[config.mk]
export PLATFORM = sky130hd
export DESIGN_NAME = dino_score_bcd
export DESIGN_NICKNAME = d
export VERILOG_FILES = /design/src/rtl/dino_pkg.sv /design/src/rtl/dino_score_bcd_digit.sv /design/src/rtl/dino_score_bcd.sv
export SDC_FILE = /design/constraint.sdc
export NUM_CORES = 1
export LEC_CHECK = 0
export ABC_AREA = 1
export BUFFER_PORTS_ARGS = -buffer_cell sky130_fd_sc_hd__buf_2
export CAP_MARGIN = 20
export CORE_MARGIN = 2
export CORE_UTILIZATION = 44
export CTS_CLUSTER_SIZE = 16
export DETAILED_ROUTE_END_ITERATION = 7
export PLACE_DENSITY = 0.77
export SYNTH_ARGS = -nofsm -noshare
export SYNTH_HDL_FRONTEND = slang
export SYNTH_SLANG_ARGS = --single-unit
export TNS_END_PERCENT = 100
[constraint.sdc]
create_clock -name clock_out -period 2.1 [get_ports clock_out]
set_clock_uncertainty 0.1 [all_clocks]
set_input_delay 0.21 -clock clock_out [delete_from_list [all_inputs] [get_ports clock_out]]
set_output_delay 0.21 -clock clock_out [all_outputs]
set_load 0.005 [all_outputs]
[src/rtl/dino_pkg.sv]
// rtl/dino_pkg.sv - shared BCD and game-state definitions for the dino score keeper
package dino_pkg;

  localparam int BCD_W = 4;
  localparam logic [BCD_W-1:0] BCD_MAX = 4'd9;

  typedef logic [BCD_W-1:0] bcd_t;

  typedef enum logic [1:0] {
    ST_IDLE = 2'd0,
    ST_RUN  = 2'd1,
    ST_DEAD = 2'd2
  } game_state_t;

endpackage

[src/rtl/dino_score_bcd_digit.sv]
// rtl/dino_score_bcd_digit.sv - one decade cell of the ripple BCD score counter
module bcd_digit
  import dino_pkg::*;
(
  input  logic clk,
  input  logic rst,
  input  logic inc_in,
  input  logic clr,
  output bcd_t digit,
  output logic carry_out
);

  assign carry_out = inc_in && (digit == BCD_MAX);

  always_ff @(posedge clk or posedge rst) begin
    if (rst) begin
      digit <= '0;
    end else if (clr) begin
      digit <= '0;
    end else if (inc_in) begin
      digit <= (digit == BCD_MAX) ? '0 : digit + bcd_t'(1);
    end
  end

endmodule

[src/rtl/dino_score_bcd.sv]
// rtl/dino_score_bcd.sv - BCD score keeper with game FSM, high score and speed level
module dino_score_bcd
  import dino_pkg::*;
#(
  parameter int NUM_DIGITS  = 4,
  parameter int LEVEL_DIGIT = 2,
  parameter int MAX_LEVEL   = 7
) (
  input  logic                            clock_out,
  input  logic                            Rst,
  input  logic                            start,
  input  logic                            tick,
  input  logic                            stop,
  output logic [BCD_W*NUM_DIGITS-1:0]     score,
  output logic [BCD_W*NUM_DIGITS-1:0]     hiscore,
  output logic                            new_record,
  output logic [$clog2(MAX_LEVEL+1)-1:0]  level,
  output logic                            saturated,
  output logic [1:0]                      game_state
);

  localparam int LEVEL_W = $clog2(MAX_LEVEL + 1);

  game_state_t           state;
  logic                  clr;
  logic                  inc;
  logic [NUM_DIGITS:0]   carry;
  logic                  will_saturate;
  logic                  nines_above;

  assign game_state = state;
  assign clr = start && (state == ST_IDLE || state == ST_DEAD);
  // Increment is gated by the registered saturation flag so the score never wraps.
  assign inc = (state == ST_RUN) && tick && !stop && !saturated;
  assign carry[0] = inc;

  for (genvar i = 0; i < NUM_DIGITS; i++) begin : g_digit
    bcd_t d;
    bcd_digit u_digit (
      .clk       (clock_out),
      .rst       (Rst),
      .inc_in    (carry[i]),
      .clr       (clr),
      .digit     (d),
      .carry_out (carry[i+1])
    );
    assign score[BCD_W*i +: BCD_W] = d;
  end

  // This increment lands on all-9s when digit 0 is 8 and every higher digit is 9.
  always_comb begin
    nines_above = 1'b1;
    for (int k = 1; k < NUM_DIGITS; k++) begin
      if (score[BCD_W*k +: BCD_W] != BCD_MAX) nines_above = 1'b0;
    end
    will_saturate = inc && nines_above && (score[BCD_W-1:0] == BCD_MAX - bcd_t'(1));
  end

  always_ff @(posedge clock_out or posedge Rst) begin
    if (Rst) begin
      state      <= ST_IDLE;
      hiscore    <= '0;
      new_record <= 1'b0;
      level      <= '0;
      saturated  <= 1'b0;
    end else begin
      new_record <= 1'b0;
      case (state)
        ST_IDLE, ST_DEAD: begin
          if (start) begin
            state     <= ST_RUN;
            level     <= '0;
            saturated <= 1'b0;
          end
        end
        ST_RUN: begin
          if (stop) begin
            state <= ST_DEAD;
            if (score > hiscore) begin
              hiscore    <= score;
              new_record <= 1'b1;
            end
          end else begin
            if (carry[LEVEL_DIGIT] && level != LEVEL_W'(MAX_LEVEL)) begin
              level <= level + LEVEL_W'(1);
            end
            if (will_saturate || carry[NUM_DIGITS]) saturated <= 1'b1;
          end
        end
        default: state <= ST_IDLE;
      endcase
    end
  end

endmodule

# --- Word level (Yosys, flattened, before mapping) ---
# Cells that the tools add are included.
word_totals:
  register_bits: 39
  input_bits: 5
  output_inout_bits: 39
  word_cells: 86
op_classes:
  addsub: 5
  order_cmp: 1
  eq_ne: 16
  muxes: 29
  n_reduce_logical: 26
ops:
  columns: ["operator", "n"]
  rows:
  - ["$mux W4", 12]
  - ["$eq A4 B4 Y1 const B", 5]
  - ["$add A4 B1 Y4 const B", 4]
  - ["$gt A16 B16 Y1", 1]
  - ["$ne A4 B4 Y1 const B", 3]
  - ["$logic_and A1 B1 Y1", 11]
  - ["$reduce_bool A2 Y1", 5]
  - ["$mux W1", 9]
  - ["$mux W3", 3]
  - ["$reduce_and A4 Y1", 2]
  - ["$ne A2 B2 Y1 const B", 3]
  - ["$pmux W3 S2", 1]
  - ["$mux W2", 2]
  - ["$ne A2 B1 Y1 const B", 2]
  - ["$pmux W2 S2", 1]
  - ["$add A3 B1 Y3 const B", 1]
  - ["$ne A3 B3 Y1 const B", 1]
  - ["$reduce_and A3 Y1", 1]
  - ["$eq A2 B1 Y1 const B", 1]
  - ["$eq A2 B2 Y1 const B", 1]
  - ["$logic_not A1 Y1", 2]
  - ["$logic_not A2 Y1", 1]
  - ["$logic_or A1 B1 Y1", 2]
  - ["$pmux W1 S2", 1]
  - ["2 further kinds", 2]

# --- Depth between registers and ports, before layout ---
logic_depth:
  depth_word: 12
  depth_mapped: 16
  mapped_depth_nobuf: 14

# --- By module ---
# A second synthesis with hierarchy kept.
unflattened:
  hier_cells: 341
  hier_area_um2: 2605.0
by_module_without_submodules:
  columns: ["module", "instances", "cells_per_inst", "area_each_um2", "seq_area_each_um2"]
  rows:
  - ["dino_score_bcd", 1, 193, 1529.0, 575.6]
  - ["bcd_digit", 4, 37, 269.0, 100.1]

# --- Least setup slack after synthesis ---
# No wires, ideal clock.
synth_timing:
  path_kind: "flip-flop to flip-flop"
  start: "register g_digit[3].u_digit.digit[3]"
  end: "register hiscore[5]"
  setup_ns: 0.117
  arrival_time_ns: 1.627
  required_ns: 1.883
  slack_ns: 0.256
  stages_incl_launch_ff: 10
  path_buffers: 1
  synth_period_minus_slack_ns: 1.844
  path_cell_list: "dfrtp_1 -> ha_1 -> nand4_1 -> nor3_4 -> nand2_2 -> nand2_4 -> nand2_4 -> buf_6 -> nand2_1 -> nand2_1"
synth_via:
  elab_chain_len: 2
synth_lines:
  columns: ["item", "line_no", "text"]
  rows:
  - ["from (decl)", "dino_score_bcd_digit.sv:9", "output bcd_t digit,"]
  - ["from (signal assigned)", "dino_score_bcd_digit.sv:21", "digit <= (digit == BCD_MAX) ? '0 : digit + bcd_t'(1);"]
  - ["$gt A16 B16 Y1", "dino_score_bcd.sv:79", "if (score > hiscore) begin"]
  - ["$reduce_and A3 Y1 (no source line)", null, null]
  - ["to (signal assigned)", "dino_score_bcd.sv:80", "hiscore <= score;"]
  - ["to (decl)", "dino_score_bcd.sv:15", "output logic [BCD_W*NUM_DIGITS-1:0] hiscore,"]
# No other way between the ends.
# A chain may end at the register's enable or synchronous reset.

# --- Worst setup path in the final report ---
layout_timing:
  start: "register g_digit[0].u_digit.digit[3]"
  end: "register hiscore[6]"
layout_via:
  elab_chain_len: 2
layout_lines:
  columns: ["item", "line_no"]
  rows:
  - ["from (decl)", "dino_score_bcd_digit.sv:9"]
  - ["from (signal assigned)", "dino_score_bcd_digit.sv:21"]
  - ["$gt A16 B16 Y1", "dino_score_bcd.sv:79"]
  - ["$reduce_and A3 Y1 (no source line)", null]
# No other way between the ends.

==> results.md <==
* Crit path largest cell delay at about 0.43 ns
* Path type of the worst setup path: flop to flop
* Net count of the finished layout at ~380
* Area contributors post-synth: dfrtp_1 (41%), nand2_1 (12%), ha_1 (9.5%), nand3_1 (7.4%), inv_1 (6.5%)
* Peak VDD IR at roughly 0.43 mV
* Total Routed Length at 5470 um
* Quantity of hold-fixing buffers added after cts at 1
* All-Layer GR Usage at between 20% and 30%
* Critical Path Start Type: flop
* Most used flip-flop cell after synthesis: dfrtp_1
* Row count at 26
* HP Class: input port to flop
* Slew Viols, Final at 0
* Fraction of layout instances using a drive strength above 1 at 24.6%
* Routed wire length on met2 at approximately 2600 um
* Detailed-route vias per instance at 5.04
* Maximum level of the CTS H-tree at 2
* CP Buf/Inv Count at 2
* Starting density of the core at between 40% and 50%
* Distinct cell type count after synthesis at 32
* Share of async-settable or async-resettable flops after synthesis at 100%
* Final period demand of the worst path at between 1.5 and 2 ns
* Cell at the root of the clock tree: clkbuf_8
* Detailed router's first-iteration violation count at ~120
* Mapped Cells at approximately 300
* Post-route DRC at 0
* Number of ports placed on the die boundary at 44
* Width of the die at around 77 um
* Leak at about 1.7 nW
* Ordered list of cells on the worst path: ha_1 > nand2_1 > inv_1 > nand3_1 > nor3_1 > a21oi_4 > buf_4 > nand3_1 > nand2_1
* Outcome: completed
* Leftover overflow at the end of global routing at 0
* Sequential element share of the synthesized area at 41.1%
* Accumulated negative setup slack at 0 ns
* Clock Path Buffers at 2
* Number of nets with antenna violations after detailed routing at 0
* Cell family contributing the most delay on the critical path: simple AND/OR/NAND/NOR gates
* Synth Net Count at between 300 and 400
* Number of cells after detailed placement at around 420
* Number of resized instances in the post-cts repair step at 0
* RSZ-0062 raised after global routing: false
* Worst-Margin Slew at about 0.5 ns
* Routed len/inst at 12.8 um
* Routability congestion estimate from global placement at between 0.8 and 0.9
* Max cap viols at 0
* Area delta synth->final at 22.2%
* TritonCTS clock tree: built
* TritonRoute pass-1 iters at 4
* Slowest stage cell on the critical path: dfrtp_1
* Maximum number of pins on one net before global-route repair at 40
* Data arrival, critical path at approximately 2 ns
* Number of synthesized register bits at 39
* Highest metal layer used by the detailed router: met4
* DP Wirelength at about 4300 um
* First-pass GRT wire length at a little under 10000 um
* Wire length the detailed router placed on met1 at 2480 um
* Type of destination of the critical path: flop
* ANT cells at 0
* Die Footprint at between 6000 and 7000 um2
* Biggest fanout along the worst timing path at 8
* I/O Buffers at 43
* CTS buffer count at 5
* Setup fix buffers added after clock tree synthesis at 0
* Req. time, crit path at around 2.2 ns
* Post-synthesis average cell area at just over 8 um2
* Via total after detailed routing at between 2000 and 2500
* Netlist area before placement at 2380 um2
* Detailed route wirelength on metal3 at ~340 um
* Final hold viol count at 0
* Relative slew slack at ~67%
* Worst Slack Setup Final at 0.168 ns
* Clock Sink Count at 39
* Clk pin slew, worst setup/hold paths at roughly 0.08 ns
* Number of flops mapped to enable cells by yosys at 0
* Antenna violations before repair at 0
* Share of the clock period used by the worst path at approximately 92%
* Warnings from Yosys at 0
* Post-layout utilization of the core at 56.1%
* Area post-placement at roughly 2800 um2
* Cell Count, Final, Fillers Out at 427
* Upper clock frequency limit at slightly above 500 MHz
* Die span in y at between 70 and 80 um
* Cell type with the highest aggregate area in the netlist: dfrtp_1
* Post-route cell area at ~2900 um2
* Placeable Area at approximately 5200 um2
* Clk Latency, worst-skew pair at approximately 0.29 ns
* Number of global-route vias before repair at around 2200
* Area share of the leading cell type in the synthesized netlist at between 40% and 50%
* Total setup violations reported at the end of the flow at 0
* Power density cells at about 950 nW/um2
* Worst-case setup slack after placement at 0.173 ns
==> sequential cells by signal, indices dropped and copies added, names as in the netlist <==
register,flops
saturated,1
hiscore,16
g_digit.u_digit.digit,16
new_record,1
game_state,2
level,3
==> cell usage in the layout (no fill, tap or decap), types with 4 or more instances in the layout <==
cell type,count
buf_4,18
inv_1,41
nand4_1,5
clkbuf_8,6
nand2_2,4
dfrtp_1,39
buf_2,43
nand2_1,76
ha_1,18
nand3_1,35
a21oi_1,13
nor2_1,16
o21ai_0,12
==> path summary, 6_finish.rpt <==
kind	from	endpoint	slack, ns	depth (start not counted)
hold reg to reg	hiscore[15]$_DFFE_PP0P_	hiscore[15]$_DFFE_PP0P_	0.39	2
max in group asynchronous	Rst	hiscore[12]$_DFFE_PP0P_	1.08	4
hold / removal	start	game_state[1]$_DFFE_PP0P_	0.08	4
min in group asynchronous	Rst	game_state[1]$_DFFE_PP0P_	0.48	4
setup / recovery	g_digit[0].u_digit.digit[3]$_DFFE_PP0P_	hiscore[6]$_DFFE_PP0P_	0.17	9
setup reg to reg	g_digit[0].u_digit.digit[3]$_DFFE_PP0P_	hiscore[6]$_DFFE_PP0P_	0.17	9
==> per-stage QoR <==
step	total power, mW	hold WS, ns
after global routing	3.00	0.103
after floorplan	1.80	0.249
after global placement	2.09	0.253
after detailed placement	2.14	0.259
after CTS	2.79	0.0829
final	2.77	0.0830
==> cell type report <==
cell class,count,area (um2)
clock inverters,2,35.0
flip-flops and latches,39,976
well taps,70,87.6
inverters,42,158
clock buffers,6,82.6
fillers,475,2270
multi-input cells,206,1200
repair buffers,62,360
==> kinds of logic (layout without fill, tap and decap cells) <==
family	count (synthesis)	after routing	share of synthesized area, %
AO/OA/AOI/OAI	33	33	7.95
XOR/XNOR	3	3	1.11
adder cells (fa/ha/maj)	18	18	9.48
buffers and inverters	47	112	8.27
flip-flops	39	39	41.1
AND/OR/NAND/NOR	152	152	32.1
==> report_power, final <==
| group | internal [mW] | switching, mW | total (mW) |
|---|---|---|---|
| clock | 0.385 | 0.269 | 0.654 |
| sequential | 0.857 | 0.0895 | 0.947 |
| combinational | 0.431 | 0.740 | 1.17 |
==> routing by layer <==
metal	track usage, %	vias up
li1	-	1078
met1	26.1	992
met2	34.9	74
met3	3.60	6
met4	4.29	0
met5	0	-
==> cell usage after synthesis, drive strengths merged, types with 2 or more instances <==
master,number
nand2,83
inv,42
dfrtp,39
nand3,37
nor2,20
ha,18
o21ai,16
a21oi,14
nand4,6
buf,5
nor3,5
xor2,2
==> worst min-delay path: stages <==
cell and delay, ns:
buf_2 0.08, inv_1 0.04, nand3_1 0.07, nand2_1 0.05
No activity file was read; power rests on OpenSTA's default activity.
